==> config.mk <==
export PLATFORM = sky130hd
export DESIGN_NAME = uart_tx_fifo
export DESIGN_NICKNAME = d
export VERILOG_FILES = /design/src/rtl/uart_pkg.sv /design/src/rtl/uart_sync_fifo.sv /design/src/rtl/uart_tx_fifo.sv
export SDC_FILE = /design/constraint.sdc
export NUM_CORES = 1
export LEC_CHECK = 0
export ABC_AREA = 1
export CAP_MARGIN = 20
export CORE_MARGIN = 3
export CORE_UTILIZATION = 45
export DETAILED_ROUTE_END_ITERATION = 12
export HOLD_SLACK_MARGIN = 0.03
export SYNTH_ARGS = -nofsm -noshare
export SYNTH_HDL_FRONTEND = slang
export SYNTH_SLANG_ARGS = --single-unit
==> constraint.sdc <==
create_clock -name clk -period 2.3 [get_ports clk]
set_input_delay 0.345 -clock clk [delete_from_list [all_inputs] [get_ports clk]]
set_output_delay 0.345 -clock clk [all_outputs]
set_load 0.005 [all_outputs]
==> src/rtl/uart_pkg.sv <==
// Shared UART definitions: FSM state encoding, parity codes and the parity helper.
// Used by both the transmitter and the receiver.
package uart_pkg;

    localparam int MAX_DATA_BITS = 9;

    localparam logic [2:0] ST_IDLE   = 3'd0;
    localparam logic [2:0] ST_START  = 3'd1;
    localparam logic [2:0] ST_DATA   = 3'd2;
    localparam logic [2:0] ST_PARITY = 3'd3;
    localparam logic [2:0] ST_STOP   = 3'd4;

    typedef enum logic [2:0] {
        IDLE   = ST_IDLE,
        START  = ST_START,
        DATA   = ST_DATA,
        PARITY = ST_PARITY,
        STOP   = ST_STOP
    } uart_state_t;

    localparam logic [1:0] PAR_NONE = 2'd0;
    localparam logic [1:0] PAR_ODD  = 2'd1;
    localparam logic [1:0] PAR_EVEN = 2'd2;
    localparam logic [1:0] PAR_MARK = 2'd3;

    // Callers zero-extend narrower words; the extra zeros do not change the XOR.
    function automatic logic parity_bit(input logic [MAX_DATA_BITS-1:0] word,
                                        input logic [1:0]               ptype);
        logic p;
        case (ptype)
            PAR_ODD:  p = ~^word;
            PAR_EVEN: p = ^word;
            PAR_MARK: p = 1'b1;
            default:  p = 1'b0;
        endcase
        return p;
    endfunction

endpackage

==> src/rtl/uart_sync_fifo.sv <==
// Small first-word-fall-through FIFO; head word is visible on dout whenever not empty.
// Pushes while full are dropped, pops while empty are ignored.
module uart_sync_fifo #(
    parameter int WIDTH = 8,
    parameter int DEPTH = 4
) (
    input  logic                     clk,
    input  logic                     rst,
    input  logic                     push,
    input  logic                     pop,
    input  logic [WIDTH-1:0]         din,
    output logic [WIDTH-1:0]         dout,
    output logic                     full,
    output logic                     empty,
    output logic [$clog2(DEPTH):0]   count
);

    localparam int PTR_W = $clog2(DEPTH);

    logic [WIDTH-1:0] mem [DEPTH];
    logic [PTR_W-1:0] wr_ptr_reg;
    logic [PTR_W-1:0] rd_ptr_reg;
    logic [PTR_W:0]   count_reg;
    logic             do_push;
    logic             do_pop;

    // Full/empty come from the registered count, so a pop never unblocks a same-cycle push.
    assign full    = (count_reg == (PTR_W+1)'(DEPTH));
    assign empty   = (count_reg == '0);
    assign do_push = push && !full;
    assign do_pop  = pop && !empty;
    assign dout    = mem[rd_ptr_reg];
    assign count   = count_reg;

    always_ff @(posedge clk) begin
        if (do_push) begin
            mem[wr_ptr_reg] <= din;
        end
    end

    always_ff @(posedge clk or negedge rst) begin
        if (!rst) begin
            wr_ptr_reg <= '0;
            rd_ptr_reg <= '0;
            count_reg  <= '0;
        end else begin
            if (do_push) begin
                wr_ptr_reg <= wr_ptr_reg + 1'b1;
            end
            if (do_pop) begin
                rd_ptr_reg <= rd_ptr_reg + 1'b1;
            end
            case ({do_push, do_pop})
                2'b10:   count_reg <= count_reg + 1'b1;
                2'b01:   count_reg <= count_reg - 1'b1;
                default: count_reg <= count_reg;
            endcase
        end
    end

endmodule

==> src/rtl/uart_tx_fifo.sv <==
// Buffered UART transmitter: FIFO-fed frame FSM with configurable width, parity and stop bits.
// The line register follows the FSM state one cycle later, so every level lasts CLKS_PER_BIT cycles.
module uart_tx_fifo
    import uart_pkg::*;
#(
    parameter int CLKS_PER_BIT  = 434,
    parameter int DATA_BITS     = 8,
    parameter int FIFO_DEPTH    = 4,
    parameter int CLK_CTR_WIDTH = $clog2(CLKS_PER_BIT)
) (
    input  logic                          clk,
    input  logic                          rst,
    input  logic [DATA_BITS-1:0]          in_data,
    input  logic                          in_valid,
    output logic                          in_ready,
    input  logic [1:0]                    parity_type,
    input  logic                          two_stop,
    output logic                          serial_out,
    output logic                          busy,
    output logic                          tx_done,
    output logic [$clog2(FIFO_DEPTH):0]   fifo_count
);

    localparam int BIT_W = (DATA_BITS > 1) ? $clog2(DATA_BITS) : 1;
    localparam logic [CLK_CTR_WIDTH-1:0] BAUD_LAST = CLK_CTR_WIDTH'(CLKS_PER_BIT - 1);
    localparam logic [BIT_W-1:0]         BIT_LAST  = BIT_W'(DATA_BITS - 1);

    uart_state_t               state_reg;
    uart_state_t               state_next;
    logic [CLK_CTR_WIDTH-1:0]  baud_reg;
    logic [BIT_W-1:0]          bit_idx_reg;
    logic                      stop_idx_reg;
    logic [DATA_BITS-1:0]      shift_reg;
    logic                      parity_reg;
    logic [1:0]                par_cfg_reg;
    logic                      two_stop_cfg_reg;
    logic                      serial_reg;
    logic [DATA_BITS-1:0]      fifo_dout;
    logic                      fifo_full;
    logic                      fifo_empty;
    logic                      fifo_pop;
    logic                      bit_end;
    logic [MAX_DATA_BITS-1:0]  word_ext;

    uart_sync_fifo #(
        .WIDTH (DATA_BITS),
        .DEPTH (FIFO_DEPTH)
    ) u_fifo (
        .clk   (clk),
        .rst   (rst),
        .push  (in_valid),
        .pop   (fifo_pop),
        .din   (in_data),
        .dout  (fifo_dout),
        .full  (fifo_full),
        .empty (fifo_empty),
        .count (fifo_count)
    );

    assign in_ready   = !fifo_full;
    assign busy       = (state_reg != IDLE);
    assign serial_out = serial_reg;
    assign bit_end    = (state_reg != IDLE) && (baud_reg == BAUD_LAST);

    always_comb begin
        word_ext = '0;
        word_ext[DATA_BITS-1:0] = fifo_dout;
    end

    always_comb begin
        state_next = state_reg;
        fifo_pop   = 1'b0;
        tx_done    = 1'b0;
        case (state_reg)
            IDLE: begin
                if (!fifo_empty) begin
                    fifo_pop   = 1'b1;
                    state_next = START;
                end
            end
            START: begin
                if (bit_end) state_next = DATA;
            end
            DATA: begin
                if (bit_end && (bit_idx_reg == BIT_LAST)) begin
                    state_next = (par_cfg_reg != PAR_NONE) ? PARITY : STOP;
                end
            end
            PARITY: begin
                if (bit_end) state_next = STOP;
            end
            STOP: begin
                if (bit_end && (stop_idx_reg == two_stop_cfg_reg)) begin
                    tx_done    = 1'b1;
                    state_next = IDLE;
                end
            end
            default: state_next = IDLE;
        endcase
    end

    always_ff @(posedge clk or negedge rst) begin
        if (!rst) begin
            state_reg <= IDLE;
        end else begin
            state_reg <= state_next;
        end
    end

    always_ff @(posedge clk or negedge rst) begin
        if (!rst) begin
            baud_reg         <= '0;
            bit_idx_reg      <= '0;
            stop_idx_reg     <= 1'b0;
            shift_reg        <= '0;
            parity_reg       <= 1'b0;
            par_cfg_reg      <= PAR_NONE;
            two_stop_cfg_reg <= 1'b0;
            serial_reg       <= 1'b1;
        end else begin
            if (state_reg == IDLE || bit_end) begin
                baud_reg <= '0;
            end else begin
                baud_reg <= baud_reg + 1'b1;
            end

            // Config and parity are frozen at pop so host changes only affect later frames.
            if (fifo_pop) begin
                shift_reg        <= fifo_dout;
                parity_reg       <= parity_bit(word_ext, parity_type);
                par_cfg_reg      <= parity_type;
                two_stop_cfg_reg <= two_stop;
                bit_idx_reg      <= '0;
            end else if (state_reg == DATA && bit_end) begin
                shift_reg   <= shift_reg >> 1;
                bit_idx_reg <= (bit_idx_reg == BIT_LAST) ? '0 : bit_idx_reg + 1'b1;
            end

            if (state_reg != STOP) begin
                stop_idx_reg <= 1'b0;
            end else if (bit_end) begin
                stop_idx_reg <= 1'b1;
            end

            case (state_reg)
                START:   serial_reg <= 1'b0;
                DATA:    serial_reg <= shift_reg[0];
                PARITY:  serial_reg <= parity_reg;
                default: serial_reg <= 1'b1;
            endcase
        end
    end

endmodule
==> impl_metrics.json, run 1 <==
{
  "drive_gt1_frac": 0.1206,
  "coreArea_mm2": 0.006982,
  "yosysTopAreaCellShare": 0.2887,
  "gp_congestion": 0.8200,
  "largest_reg_flops": 32,
  "ys_seq_area_frac": 0.5598,
  "place_hpwl_um": 4375,
  "drv_slew": 0,
  "wl_per_cell_um": 12.61,
  "worstPathArrival_ns": 1.79,
  "cts_htree_levels": 3,
  "clock_skew_ns": 0.005988,
  "grt_use_total": 0.1635,
  "area_delta_synth_final_pct": 16.65,
  "critical_path.max_fanout": 2,
  "setup_violations": 0,
  "multi_input_area_mm2": 0.001230,
  "relSlewSlack": 0.4737,
  "num_io_pins": 21,
  "synthTopCellsByCount": "nand2_1, dfrtp_1, inv_1, edfxtp_1, nand3_1",
  "synth-async-reset-ratio": 0.5294,
  "port_buffers": 20,
  "vias": 2386,
  "pre_cts_ws_ns": 0.1516,
  "leakage_uw": 0.001798,
  "synth.cell_area_mm2": 0.003328,
  "finish.utilization": 0.5561,
  "start_util": 0.4767,
  "clk_latency_ns": 0.34,
  "dieHeight_um": 92,
  "synth_area_leaders": "edfxtp_1, dfrtp_1, nand2_1",
  "drt_iter0_drc": 105,
  "worstSetupStartpointType": "register",
  "grt_max_degree": 37,
  "synth_area_leader_cell": "edfxtp_1",
  "overflow": 0,
  "insertedDiodeCount": 0,
  "synth_edf_count": 32,
  "drc": 0,
  "clockBufferDepth": 2,
  "status": "completed",
  "clkSinkCount": 68,
  "ant_nets": 0,
  "nets": 417,
  "fillers": 643,
  "seqCellArea_mm2": 0.001863,
  "crit_path_max_incr_delay_ns": 0.37,
  "critPathRequiredTime_ns": 1.96,
  "crit_path_top_delay_cell": "dfrtp_1",
  "yosysWarnings": 0,
  "peakVddDrop_v": 0.0003754,
  "powerDensity_mw_per_mm2": 841.8,
  "yosysMostFrequentCell": "nand2_1",
  "synth.distinct_cells": 37,
  "cpLargestDelayFamily": "simple AND/OR/NAND/NOR gates",
  "wirelength_um": 6229,
  "clkSlewWorstSetupHoldPaths_ns": 0.08,
  "tightest_slew_ns": 0.7895,
  "root_buffer": "clkbuf_8",
  "hp-class": "primary input to asynchronous set/reset pin",
  "viasPerCell": 4.830,
  "cts_inserted_buffers": 9,
  "netlist_instances": 361,
  "final-hold-violation-count": 0,
  "end_kind": "primary output",
  "die_w_um": 92,
  "die-area_mm2": 0.008464,
  "crit_chain": "inv_1, ha_1, nand4_1, nor4_4, nand3_1, nor2_1, dlygate4sd2_1",
  "min_period_over_period": 0.9297,
  "finalWorstSetupSlack_ns": 0.1616,
  "maxCapViolCount": 0,
  "synth_area_per_cell_um2": 9.219,
  "ys_ff_latch": 68,
  "grt_pass1_vias": 2347,
  "cts_tree": "yes",
  "ys.flop_type": "dfrtp_1",
  "rows": 30,
  "grt_pass1_wl_um": 10800,
  "path_buf_inv": 2,
  "first_pass_iters": 4,
  "max_freq_mhz": 467.6,
  "synth_nets": 385,
  "crit_type": "register to primary output",
  "antenna_found_initial": 0,
  "fin_crit_ns": 2.138
}
cells by family after synthesis:
group                      count (synthesis)  synth area share
and+or+nand+nor                          200            0.2586
DFF                                       68            0.5598
buffers and inverters                     49           0.07143
AOI/OAI and AO/OA                         29           0.05714
adders and majority gates                 10           0.03985
xor gates and xnor gates                   5           0.01316
layer usage:
layer	share of wire	wire length, um	global-route usage	vias up
li1	-	-	-	1241
met2	0.49	3075	0.2743	51
met4	0.010	63	0.04827	0
met1	0.44	2725	0.2012	1088
met5	0	0	0	-
met3	0.058	364	0.05332	6
worst paths after layout:
check | start | to | slack [ns] | cells past startpoint
max | baud_reg[1]$_DFF_PN0_ | tx_done | 0.16 | 7
min | rst | baud_reg[8]$_DFF_PN0_ | 0.08 | 1
max reg2reg | state_reg[1]$_DFFE_PN0P_ | u_fifo.count[2]$_DFFE_PN0P_ | 0.22 | 11
min reg2reg | parity_reg$_DFFE_PN0N_ | parity_reg$_DFFE_PN0N_ | 0.49 | 2
max in group asynchronous | rst | u_fifo.rd_ptr_reg[1]$_DFFE_PN0P_ | 1.71 | 1
min in group clk | parity_reg$_DFFE_PN0N_ | parity_reg$_DFFE_PN0N_ | 0.49 | 2
cells in the final DEF (no fill, tap or decap), types with 2 or more instances in the layout:
master / instances
a21oi_1: 6
a22o_1: 2
a31oi_1: 2
buf_4: 10
bufinv_16: 3
clkbuf_8: 9
clkdlybuf4s50_1: 18
clkinv_4: 2
dfrtp_1: 35
edfxtp_1: 32
ha_1: 9
inv_1: 33
inv_2: 6
nand2_1: 122
nand2_2: 8
nand3_1: 30
nand3_2: 2
nor2_1: 27
nor3_1: 3
nor3b_1: 3
o211ai_1: 2
o21ai_0: 5
o21ai_1: 2
o21bai_1: 2
o221ai_1: 5
xnor2_1: 2
xor2_1: 3
area by class of cell:
type	instances	area share
Inverter	40	0.03932
Timing Repair Buffer	30	0.06929
Clock buffer	9	0.03190
Tap cell	96	0.03094
Multi-Input combinational cell	244	0.3168
Clock inverter	7	0.03190
Sequential cell	68	0.4799
metrics by stage:
| step | instance area (um^2) | setup TNS, ns | power (uW) | cells | hold slack [ns] |
|---|---|---|---|---|---|
| 6_report | 3882 | 0 | 3268 | 494 | 0.07805 |
| 2_1_floorplan | 3328 | 0 | 1866 | 361 | 0.04941 |
| 3_5_place_dp | 3618 | 0 | 2124 | 476 | 0.4746 |
| 4_1_cts | 3872 | 0 | 3325 | 493 | 0.1020 |
| 5_1_grt | 3882 | -0.005404 | 3469 | 494 | 0.1386 |
| 3_3_place_gp | 3618 | 0 | 2105 | 476 | 0.4672 |
where the power goes:
part	internal (uW)	total (uW)	leakage, uW	switching [uW]
registers	1450	1510	0.000732	61.4
clock network	727	1180	0.000120	458
logic	241	576	0.000946	334
total	2420	3270	0.00180	853
what timing repair did:
item,4_1_cts,5_1_grt
pin swaps,3,0
resized for setup,1,1
hold endpoints to repair,0,0
hold buffers,0,0
endpoints found under the setup margin,1,2
buffers inserted,1,1
No activity file was read; power rests on OpenSTA's default activity.
==> run 2, diff against run 1 <==
--- a/config.mk
+++ b/config.mk
@@ -11,6 +11,8 @@
 export CORE_UTILIZATION = 45
 export DETAILED_ROUTE_END_ITERATION = 12
 export HOLD_SLACK_MARGIN = 0.03
+export PLACE_DENSITY = 0.66
+export SETUP_SLACK_MARGIN = 0.2
 export SYNTH_ARGS = -nofsm -noshare
 export SYNTH_HDL_FRONTEND = slang
 export SYNTH_SLANG_ARGS = --single-unit
==> constraint.sdc (replaced) <==
create_clock -name clk -period 1.75 [get_ports clk]
set_input_delay 0.2625 -clock clk [delete_from_list [all_inputs] [get_ports clk]]
set_output_delay 0.2625 -clock clk [all_outputs]
set_load 0.005 [all_outputs]
==> run 2 against run 1 <==
Compared with the run above: the run now ends with setup timing left; global-route usage up 1.9 points; non-clock buffer count up 47; clock power up 36%; final cell count up 9.7%; worst hold slack better by 0.39 ns; total power up 36%; routed wire length up 19%; register-to-register slack worse by 0.61 ns; sequential power up 31%; sequential share of layout area down 7.2 points.
==> impl_metrics.json, run 2 (synthesis results as in run 1) <==
{
  "drv_slew": 0,
  "place_hpwl_um": 4452,
  "wl_per_cell_um": 13.71,
  "grt_pass1_wl_um": 12030,
  "cts_inserted_buffers": 9,
  "final-hold-violation-count": 0,
  "maxCapViolCount": 0,
  "clkSlewWorstSetupHoldPaths_ns": 0.08,
  "rsz0062_at_grt": "true",
  "place_area_mm2": 0.003829,
  "largest_reg_flops": 32,
  "worstPathArrival_ns": 2.38,
  "wl_met2_um": 3780,
  "clock_skew_ns": 0.003483,
  "dieHeight_um": 92,
  "overflow": 0,
  "worstSetupStartpointType": "register",
  "viasPerCell": 4.886,
  "relSlewSlack": 0.6872,
  "vias": 2648,
  "final_cells": 542,
  "leakage_uw": 0.002105,
  "first_pass_iters": 5,
  "end_kind": "register",
  "cp_common_cell": "buf_6",
  "drive_gt1_frac": 0.3094,
  "start_util": 0.4767,
  "wl_met3_um": 284,
  "drc": 0,
  "setup_violations": 22,
  "max_freq_mhz": 467.0,
  "path_buf_inv": 7,
  "cpLargestDelayFamily": "simple AND/OR/NAND/NOR gates",
  "rows": 30,
  "fin_total_pwr_uw": 4451,
  "crit_path_top_delay_cell": "dfrtp_1",
  "placed_cells_incl_taps": 501,
  "powerDensity_mw_per_mm2": 975.2,
  "die_w_um": 92,
  "clockBufferDepth": 2,
  "area_delta_synth_final_pct": 37.14,
  "die-area_mm2": 0.008464,
  "gp_congestion": 0.8251,
  "clkSinkCount": 68,
  "min_period_over_period": 1.224,
  "finalWorstSetupSlack_ns": -0.3911,
  "critical_path.max_fanout": 4,
  "layout_commonest_cell": "nand2_1",
  "fin_crit_ns": 2.141,
  "r2r_setup_slack_ns": -0.39,
  "crit_chain": "inv_1, ha_2, nand4_1, nor4_4, nand3_2, buf_6, buf_6, buf_6, buf_6, buf_6, buf_6, nand2_4, nand3_4, nand2_2, o21ai_2",
  "nets": 465,
  "crit_type": "register to register",
  "critPathRequiredTime_ns": 1.99,
  "num_io_pins": 21,
  "ant_nets": 0,
  "violations": "setup timing",
  "grt_use_total": 0.1822,
  "port_buffers": 20,
  "drt_iter0_drc": 105,
  "hp-class": "primary input to register",
  "clk_latency_ns": 0.35,
  "tightest_slew_ns": 0.4692,
  "cts_htree_levels": 3,
  "tns_ns": -2.941,
  "insertedDiodeCount": 0,
  "antenna_found_initial": 0,
  "peakVddDrop_v": 0.0007258,
  "wl_met1_um": 3260,
  "status": "complete, but fails checks",
  "wirelength_um": 7433,
  "highest_layer": "met4",
  "grt_pass1_vias": 2549,
  "root_buffer": "clkbuf_8",
  "cts_tree": "yes",
  "grt_max_degree": 37,
  "stdcell_area_mm2": 0.004564,
  "crit_path_max_incr_delay_ns": 0.38,
  "coreArea_mm2": 0.006982,
  "final_cell_mix": "nand2_1, buf_4, dfrtp_1"
}
## run 2: cell types whose count changed in the layout (fill, tap and decap cells not counted), moves of 4 or more
cell	change
buf_6	+15
nand2_2	+5
clkdlybuf4s50_1	-6
buf_4	+30
o221ai_1	-4
o221ai_2	+4
nor2_1	-4
nand2_1	-10
inv_1	-5
## run 2: layout make-up
| class | instances | area, um^2 |
|---|---|---|
| Inverter | 40 | 177.7 |
| Timing Repair Buffer | 77 | 685.7 |
| Multi-Input combinational cell | 245 | 1471 |
| Fill cell | 562 | 2417 |
| Sequential cell | 68 | 1863 |
| Clock inverter | 7 | 122.6 |
| Tap cell | 96 | 120.1 |
| Clock buffer | 9 | 123.9 |
## run 2: stage by stage
| step | hold slack [ns] | utilization | setup slack, ns |
|---|---|---|---|
| after floorplan | -0.03309 | - | -0.1013 |
| after global routing | 0.4887 | 0.6538 | -0.5435 |
| after detailed placement | 0.3345 | 0.5484 | -0.1160 |
| after CTS | 0.4736 | 0.6190 | -0.3964 |
| final | 0.4698 | 0.6538 | -0.3911 |
| after global placement | 0.3326 | 0.5484 | -0.07455 |
## run 2: where the power goes
part	switching (uW)	leakage (uW)	internal [uW]
combinational	477	0.00126	389
sequential	77.9	0.000732	1900
clock	651	0.000116	956
total	1210	0.00211	3250
## run 2: worst paths after layout
check,start,to,cells after the start
worst min-delay path,two_stop,two_stop_cfg_reg$_DFFE_PN0N_,3
max in group asynchronous,rst,serial_out$_DFF_PN1_,3
worst max register to register,baud_reg[1]$_DFF_PN0_,state_reg[1]$_DFFE_PN0P_,15
worst max-delay path,baud_reg[1]$_DFF_PN0_,state_reg[1]$_DFFE_PN0P_,15
min in group asynchronous,rst,baud_reg[8]$_DFF_PN0_,3
worst min register to register,parity_reg$_DFFE_PN0N_,parity_reg$_DFFE_PN0N_,2
## run 2: worst min-delay path, stage by stage
cell,delay (ns)
clkdlybuf4s50_1,0.41
nand2_1,0.07
nand2_1,0.04
## run 2: timing repair
action | CTS | global route
hold buffers | 1 | 0
buffers inserted | 13 | 10
gates cloned | 1 | 0
hold endpoints to repair | 35 | 0
gates resized for setup | 43 | 44
pin swaps | 16 | 15
setup endpoints to repair | 27 | 31
## run 2: metal layers
metal | vias to the layer above | global-route usage
met5 | - | 0
met4 | 0 | 0.07673
met3 | 11 | 0.03692
met2 | 45 | 0.2859
met1 | 1252 | 0.2465
li1 | 1340 | -
